--- src/rtl/micro_seq_pkg.sv ---
// Shared definitions for the microprogram sequencer: sequencing opcodes,
// run state, and the microword layout {ctrl, seq_op, cond_sel, cond_pol, target}.
package micro_seq_pkg;

  localparam int SEQ_OP_W = 3;

  localparam logic [SEQ_OP_W-1:0] SEQ_NEXT     = 3'd0;
  localparam logic [SEQ_OP_W-1:0] SEQ_JUMP     = 3'd1;
  localparam logic [SEQ_OP_W-1:0] SEQ_CJMP     = 3'd2;
  localparam logic [SEQ_OP_W-1:0] SEQ_CALL     = 3'd3;
  localparam logic [SEQ_OP_W-1:0] SEQ_RET      = 3'd4;
  localparam logic [SEQ_OP_W-1:0] SEQ_DISPATCH = 3'd5;
  localparam logic [SEQ_OP_W-1:0] SEQ_HALT     = 3'd6;

  typedef enum logic {
    ST_RUN  = 1'b0,
    ST_HALT = 1'b1
  } run_state_e;

  // Width of the sequencing part of the microword (everything below ctrl).
  function automatic int seq_w(input int csel_w, input int upc_w);
    return SEQ_OP_W + csel_w + 1 + upc_w;
  endfunction

  // Field LSB offsets; target sits at bit 0.
  function automatic int pol_lsb(input int upc_w);
    return upc_w;
  endfunction

  function automatic int csel_lsb(input int upc_w);
    return upc_w + 1;
  endfunction

  function automatic int op_lsb(input int csel_w, input int upc_w);
    return upc_w + 1 + csel_w;
  endfunction

  function automatic int ctrl_lsb(input int csel_w, input int upc_w);
    return seq_w(csel_w, upc_w);
  endfunction

endpackage

--- src/rtl/micro_return_stack.sv ---
// LIFO of micro-PC return addresses for CALL/RET. Pushes while full and pops
// while empty are ignored so the pointer can never leave 0..STACK_DEPTH.
module micro_return_stack #(
  parameter int UPC_W       = 8,
  parameter int STACK_DEPTH = 4
) (
  input  logic             clk_i,
  input  logic             rst_i,
  input  logic             push_i,
  input  logic             pop_i,
  input  logic [UPC_W-1:0] data_i,
  output logic [UPC_W-1:0] top_o,
  output logic             full_o,
  output logic             empty_o
);

  localparam int SP_W  = $clog2(STACK_DEPTH + 1);
  localparam int IDX_W = $clog2(STACK_DEPTH);

  logic [UPC_W-1:0] mem_q [STACK_DEPTH];
  logic [SP_W-1:0]  sp_q;
  logic [SP_W-1:0]  sp_dec;
  logic [IDX_W-1:0] wr_idx;
  logic [IDX_W-1:0] rd_idx;

  assign sp_dec  = sp_q - SP_W'(1);
  assign wr_idx  = sp_q[IDX_W-1:0];
  assign rd_idx  = sp_dec[IDX_W-1:0];
  assign full_o  = (sp_q == SP_W'(STACK_DEPTH));
  assign empty_o = (sp_q == '0);
  assign top_o   = empty_o ? '0 : mem_q[rd_idx];

  // NOTE: every entry is reset, so a stale slot can never leak X into the
  // micro-PC; the array is tiny, so this costs almost nothing.
  // NOTE: sequential state is written only with non-blocking assignments so
  // all registers update together at the edge regardless of statement order.
  always_ff @(posedge clk_i or posedge rst_i) begin
    if (rst_i) begin
      sp_q <= '0;
      for (int i = 0; i < STACK_DEPTH; i++) begin
        mem_q[i] <= '0;
      end
    end else if (push_i && !full_o) begin
      mem_q[wr_idx] <= data_i;
      sp_q          <= sp_q + SP_W'(1);
    end else if (pop_i && !empty_o) begin
      sp_q <= sp_dec;
    end
  end

endmodule

--- src/rtl/micro_sequencer.sv ---
// Microprogram sequencer: forms the ROM address {opcode_q, upc_q}, forwards the
// ctrl field to the datapath and picks the next micro-PC from the seq field.
module micro_sequencer
  import micro_seq_pkg::*;
#(
  parameter int  OPCODE_W    = 8,
  parameter int  UPC_W       = 8,
  parameter int  CTRL_W      = 32,
  parameter int  FLAG_W      = 4,
  parameter int  STACK_DEPTH = 4,
  localparam int CSEL_W      = $clog2(FLAG_W),
  localparam int SEQ_W       = seq_w(CSEL_W, UPC_W)
) (
  input  logic                      useq_clk,
  input  logic                      useq_rst,
  input  logic                      useq_stall_in,
  input  logic [OPCODE_W-1:0]       useq_opcode_in,
  input  logic [FLAG_W-1:0]         useq_flags_in,
  output logic [OPCODE_W+UPC_W-1:0] useq_rom_addr_out,
  input  logic [CTRL_W+SEQ_W-1:0]   useq_rom_data_in,
  output logic [CTRL_W-1:0]         useq_ctrl_out,
  output logic                      useq_halt_out,
  output logic                      useq_stack_err_out
);

  localparam int POL_POS  = pol_lsb(UPC_W);
  localparam int CSEL_LSB = csel_lsb(UPC_W);
  localparam int OP_LSB   = op_lsb(CSEL_W, UPC_W);
  localparam int CTRL_LSB = ctrl_lsb(CSEL_W, UPC_W);

  // Microword fields
  logic [CTRL_W-1:0]   ctrl_f;
  logic [SEQ_OP_W-1:0] op_f;
  logic [CSEL_W-1:0]   csel_f;
  logic                pol_f;
  logic [UPC_W-1:0]    tgt_f;

  assign ctrl_f = useq_rom_data_in[CTRL_LSB +: CTRL_W];
  assign op_f   = useq_rom_data_in[OP_LSB +: SEQ_OP_W];
  assign csel_f = useq_rom_data_in[CSEL_LSB +: CSEL_W];
  assign pol_f  = useq_rom_data_in[POL_POS];
  assign tgt_f  = useq_rom_data_in[0 +: UPC_W];

  // Registers
  logic [OPCODE_W-1:0] opcode_q, opcode_d;
  logic [UPC_W-1:0]    upc_q, upc_d;
  run_state_e          state_q, state_d;
  logic                stack_err_q, stack_err_d;

  logic [UPC_W-1:0] upc_inc;
  logic             cond;
  logic             stk_push;
  logic             stk_pop;
  logic [UPC_W-1:0] stk_top;
  logic             stk_full;
  logic             stk_empty;

  assign upc_inc = upc_q + UPC_W'(1);

  // A selector beyond the implemented flags leaves only the polarity bit.
  generate
    if (FLAG_W == (1 << CSEL_W)) begin : g_cond_full
      assign cond = useq_flags_in[csel_f] ^ pol_f;
    end else begin : g_cond_part
      always_comb begin
        cond = pol_f;
        if (int'(csel_f) < FLAG_W) begin
          cond = useq_flags_in[csel_f] ^ pol_f;
        end
      end
    end
  endgenerate

  micro_return_stack #(
    .UPC_W      (UPC_W),
    .STACK_DEPTH(STACK_DEPTH)
  ) u_stack (
    .clk_i  (useq_clk),
    .rst_i  (useq_rst),
    .push_i (stk_push),
    .pop_i  (stk_pop),
    .data_i (upc_inc),
    .top_o  (stk_top),
    .full_o (stk_full),
    .empty_o(stk_empty)
  );

  // NOTE: every signal assigned here gets a default first, so no path through
  // the case can leave a value unassigned and infer a latch.
  always_comb begin
    opcode_d    = opcode_q;
    upc_d       = upc_q;
    state_d     = state_q;
    stack_err_d = stack_err_q;
    stk_push    = 1'b0;
    stk_pop     = 1'b0;

    if (state_q == ST_RUN && !useq_stall_in) begin
      case (op_f)
        SEQ_JUMP: upc_d = tgt_f;
        SEQ_CJMP: upc_d = cond ? tgt_f : upc_inc;
        SEQ_CALL: begin
          if (stk_full) begin
            state_d     = ST_HALT;
            stack_err_d = 1'b1;
          end else begin
            stk_push = 1'b1;
            upc_d    = tgt_f;
          end
        end
        SEQ_RET: begin
          if (stk_empty) begin
            state_d     = ST_HALT;
            stack_err_d = 1'b1;
          end else begin
            stk_pop = 1'b1;
            upc_d   = stk_top;
          end
        end
        SEQ_DISPATCH: begin
          opcode_d = useq_opcode_in;
          upc_d    = '0;
        end
        SEQ_HALT: state_d = ST_HALT;
        default:  upc_d = upc_inc;  // NEXT and the reserved encoding
      endcase
    end
  end

  always_ff @(posedge useq_clk or posedge useq_rst) begin
    if (useq_rst) begin
      opcode_q    <= '0;
      upc_q       <= '0;
      state_q     <= ST_RUN;
      stack_err_q <= 1'b0;
    end else begin
      opcode_q    <= opcode_d;
      upc_q       <= upc_d;
      state_q     <= state_d;
      stack_err_q <= stack_err_d;
    end
  end

  assign useq_rom_addr_out  = {opcode_q, upc_q};
  assign useq_halt_out      = (state_q == ST_HALT);
  assign useq_stack_err_out = stack_err_q;
  assign useq_ctrl_out      = (useq_rst || useq_halt_out || useq_stall_in) ? '0 : ctrl_f;

endmodule

--- config.mk ---
export PLATFORM = sky130hd
export DESIGN_NAME = micro_sequencer
export DESIGN_NICKNAME = d
export VERILOG_FILES = /design/src/rtl/micro_seq_pkg.sv /design/src/rtl/micro_return_stack.sv /design/src/rtl/micro_sequencer.sv
export SDC_FILE = /design/constraint.sdc
export NUM_CORES = 1
export LEC_CHECK = 0
export ABC_AREA = 0
export CAP_MARGIN = 20
export CORE_UTILIZATION = 47
export DETAILED_ROUTE_END_ITERATION = 10
export GPL_TIMING_DRIVEN = 0
export MAX_ROUTING_LAYER = met4
export PLACE_DENSITY = 0.81
export SLEW_MARGIN = 20
export SYNTH_ARGS = -nofsm -noshare
export SYNTH_HDL_FRONTEND = slang
export SYNTH_HIERARCHICAL = 1
export SYNTH_SLANG_ARGS = --single-unit
--- constraint.sdc ---
create_clock -name useq_clk -period 3.7 [get_ports useq_clk]
set_clock_uncertainty 0.1 [all_clocks]
set_input_delay 1.11 -clock useq_clk [delete_from_list [all_inputs] [get_ports useq_clk]]
set_output_delay 1.11 -clock useq_clk [all_outputs]
set_load 0.02 [all_outputs]
==> metrics list <==
- Summed over all nets, the half-perimeter wirelength after detailed placement is 7030 um.
- The number of hold violations in the final report was 0.
- Global routing used 26.1% of the available tracks.
* H-tree level count: 2
* Fraction of synthesized cell area taken by the top area cell type: 38.4%
* Signed area change from the synthesized netlist to the final layout: 35.6%
- The run finished with clean final reports.
* Period utilisation layout: 97.2%
- For the pin with the worst max-slew slack, the measured transition is 0.734 ns.
* Clock tree root driver cell: sky130_fd_sc_hd__clkbuf_8
- For this run, the register share of the synthesized area comes to 38.4%.
* DRT Pass-1 Iters: 6
* Detail-routed net length per standard cell: 18.0 um
- Sequential cell fraction of total power: 36.6%
- In the synthesized netlist the async set-or-reset flop fraction comes to 100%.
- Die X: 87.7 um
- Chip Height: 87.7 um
- Clock latency reported for the late side of the worst-skew pair: 0.32 ns
- In this design, the largest share of critical-path delay is due to buffers and inverters.
- PortBufs: 107
* Net Sw Power: 0.847 mW
* Clock Power Share: 17.8%
- The worst-case IR drop observed on VDD is 0.364 mV.
- The netlist uses 55 different library cells.
* Internal power component: 1.41 mW
- The initial utilization of the core area, before any placement, comes to 49.7%.
* Synthesized flop and latch total: 53
- WL final: 9520 um
- Antenna violations before repair: 0
- CTS tree: yes
- After clock tree synthesis, the clock-pin slew on the worst setup and hold paths is 0.09 ns.
* Most used flip-flop cell after synthesis: sky130_fd_sc_hd__dfrtp_1
* Total setup violations reported at the end of the flow: 0
* Crit-path max FO: 10
* Master of the slowest instance on the critical path: sky130_fd_sc_hd__clkdlybuf4s50_1
* Stage delay of the slowest cell on the critical path: 0.48 ns
- The die covers 0.00769 mm^2.
- Headroom to the max-slew limit came out at 50.7%.
- Final WS setup: 0.103 ns
- Global routing consumed, on the met3 layer, 4.71% of the routing resources.
* Utilization after layout: 67.4%
* Synthesized cell area: 0.00345 mm^2
* Wire length of the first global-routing pass: 14800 um
- Syn. warnings: 6
- Number of DRC markers in iteration 0: 186
- After filler insertion, the fill cell instance count of the layout stands at 526.
* Vias per inst: 5.84
- Top-level port count: 111
* Met2 layer usage reported by global route: 44.0%
* Switching part of the total: 37.6%
- The number of global-route vias before repair was 2945.
- Most area-consuming cells after synthesis: sky130_fd_sc_hd__dfrtp_1 38%, sky130_fd_sc_hd__mux2_4 10%, sky130_fd_sc_hd__and3_1 6.2%
- Walking the worst path, the cells encountered are clkdlybuf4s50_1 -> nor2_4 -> clkbuf_4 -> and3_1 -> clkdlybuf4s15_2.
* Endpoint class of the critical path: output pin
- Worst hold path class: flop to flop
- At the placement stage, the worst setup path has a slack of -0.676 ns.
- TritonCTS created 5 clock buffers.
* Largest net degree at the start of global routing: 36
- Combinational logic is responsible for 45.6% of the overall power.
* Final GP Congestion: 0.883
- At the worst endpoint, the required time is 2.49 ns.
* Final Max Tran Viols: 0
* Time the worst path needs with I/O delays and setup: 3.60 ns
- Leakage dissipation: 2.22 nW
- Counting along the longest clock path gives a buffer depth of 2.
- Max-cap violations in this run came to 0.
* Number of synthesized flops with an enable pin: 0
- The worst setup path is of the input pin to output pin kind.
- Crit start category: input pin
* Total of hold buffers inserted after clock tree synthesis: 0
- Hold is met by 0.382 ns.
- Total DRC errors in the routed layout: 0
- In this run the power density over the cells is 481 mW/mm^2.
- After routing, the total negative slack on setup checks comes to 0 ns.
- Ratio of cells with drive above 1 in the final layout: 27.5%
- Summed over all layers, the global routing overflow is 0.
* Buf+Inv Stages, Crit Path: 3
* Synthesized instance count: 317
- A synthesized cell averages 10.9 um^2.
- Routing usage on met1: 31.5%
- The core region is 0.00694 mm^2.
- When the netlist entered floorplanning its net count stood at 385.
- Number of standard-cell rows in the floorplan: 30
- Busiest layer in global routing: met2
- 0 antenna diodes ended up in the layout.
- RSZ-0062 raised after global routing: no
- Counting every sink on the clock net gives 53.
- Of all cell types, the one taking the most synthesized area is sky130_fd_sc_hd__dfrtp_1.
* Fmax: 278 MHz
- The routed layout has 3089 vias.
- Data on the critical path arrives at its endpoint at 2.39 ns.
- NumNets Final: 501
- Number of nets still failing antenna checks after routing: 0
[layer usage]
metal	share of wire, %	wire length, um	vias up
li1	-	-	1400
met1	39	3740	1498
met2	50	4750	176
met3	8.9	848	15
met4	1.9	178	0
met5	0	0	-
[sequential cells by signal (all words and copies together), names as in the netlist]
name and flops:
u_stack/mem_q 32, opcode_q 8, upc_q 8, u_stack/sp_q 3
useq_halt_out 1, useq_stack_err_out 1
[power by group through the flow]
stage,Clock [mW],Combinational [mW],Sequential [mW]
3_3_place_gp,0,0.991,0.826
2_1_floorplan,0,0.586,0.891
3_5_place_dp,0,1.01,0.836
4_1_cts,0.409,1.02,0.824
5_1_grt,0.422,1.10,0.845
6_report,0.401,1.03,0.825
[cells by family (layout without fill, tap and decap cells)]
| family | count (synthesis) | after routing | synth area share, % |
|---|---|---|---|
| compound gates | 61 | 61 | 12.3 |
| xor+xnor | 8 | 8 | 2.25 |
| fa+ha+maj | 7 | 7 | 2.54 |
| buf+inv | 31 | 147 | 4.13 |
| flops | 53 | 53 | 38.4 |
| mux | 49 | 49 | 21.5 |
| simple gates | 108 | 108 | 18.8 |
[metrics by stage]
step	std cells	total power [mW]	cell area, um^2
5_1_grt	529	2.36	4680
3_3_place_gp	520	1.82	4640
2_1_floorplan	317	1.48	3450
4_1_cts	528	2.26	4770
3_5_place_dp	520	1.85	4650
6_report	529	2.25	4680
[area by class of cell]
type | instances | area [um^2] | area share (%)
repair buffers | 109 | 963 | 20.6
flip-flops and latches | 53 | 1330 | 28.3
well taps | 96 | 120 | 2.57
clock buffers | 5 | 68.8 | 1.47
multi-input cells | 233 | 1990 | 42.5
inverters | 12 | 45.0 | 0.962
clock inverters | 2 | 38.8 | 0.828
plain buffers | 19 | 128 | 2.73
[what timing repair did]
action | 4_1_cts | 5_1_grt
gates resized for setup | 57 | 48
setup buffers | 1 | 1
endpoints found under the setup margin | 32 | 30
pin swaps | 1 | 1
[cell usage in the layout, fill, tap and decap left out, types with 10 or more instances in the layout]
cell type and n:
sky130_fd_sc_hd__nor2_1 10, sky130_fd_sc_hd__dfrtp_1 53, sky130_fd_sc_hd__clkbuf_2 27, sky130_fd_sc_hd__mux2_2 16, sky130_fd_sc_hd__mux2_4 24, sky130_fd_sc_hd__and3_1 34
sky130_fd_sc_hd__a211oi_1 10, sky130_fd_sc_hd__a21oi_1 14, sky130_fd_sc_hd__nand2_1 16, sky130_fd_sc_hd__clkdlybuf4s50_1 75
[synthesized netlist by cell type, types with 4 or more instances]
master                     number
sky130_fd_sc_hd__ha_1           7
sky130_fd_sc_hd__xor2_1         4
sky130_fd_sc_hd__a211oi_1      10
sky130_fd_sc_hd__mux2_2        16
sky130_fd_sc_hd__nand2b_1       5
sky130_fd_sc_hd__dfrtp_1       53
sky130_fd_sc_hd__inv_1         11
sky130_fd_sc_hd__buf_2          6
sky130_fd_sc_hd__a21oi_1       14
sky130_fd_sc_hd__nand2_1       16
sky130_fd_sc_hd__mux4_2         9
sky130_fd_sc_hd__clkbuf_1       9
sky130_fd_sc_hd__mux2_4        24
sky130_fd_sc_hd__nor2_1        11
sky130_fd_sc_hd__o21ai_0        7
sky130_fd_sc_hd__nor2b_1        9
sky130_fd_sc_hd__and3_1        34
sky130_fd_sc_hd__nand3_1        7
[final timing paths]
| check | slack [ns] | start | cells after the start | end |
|---|---|---|---|---|
| max | 0.10 | useq_stall_in | 5 | useq_ctrl_out[18] |
| min | 0.38 | useq_stack_err_out | 1 | useq_stack_err_out |
| max reg2reg | 0.64 | u_stack/sp_q[0] | 10 | upc_q[4] |
| min reg2reg | 0.38 | useq_stack_err_out | 1 | useq_stack_err_out |
| max in group asynchronous | 1.84 | useq_rst | 2 | u_stack/mem_q[22] |
| min in group asynchronous | 1.14 | useq_rst | 3 | opcode_q[3] |
Note: power is estimated with default switching activity, not from simulation.
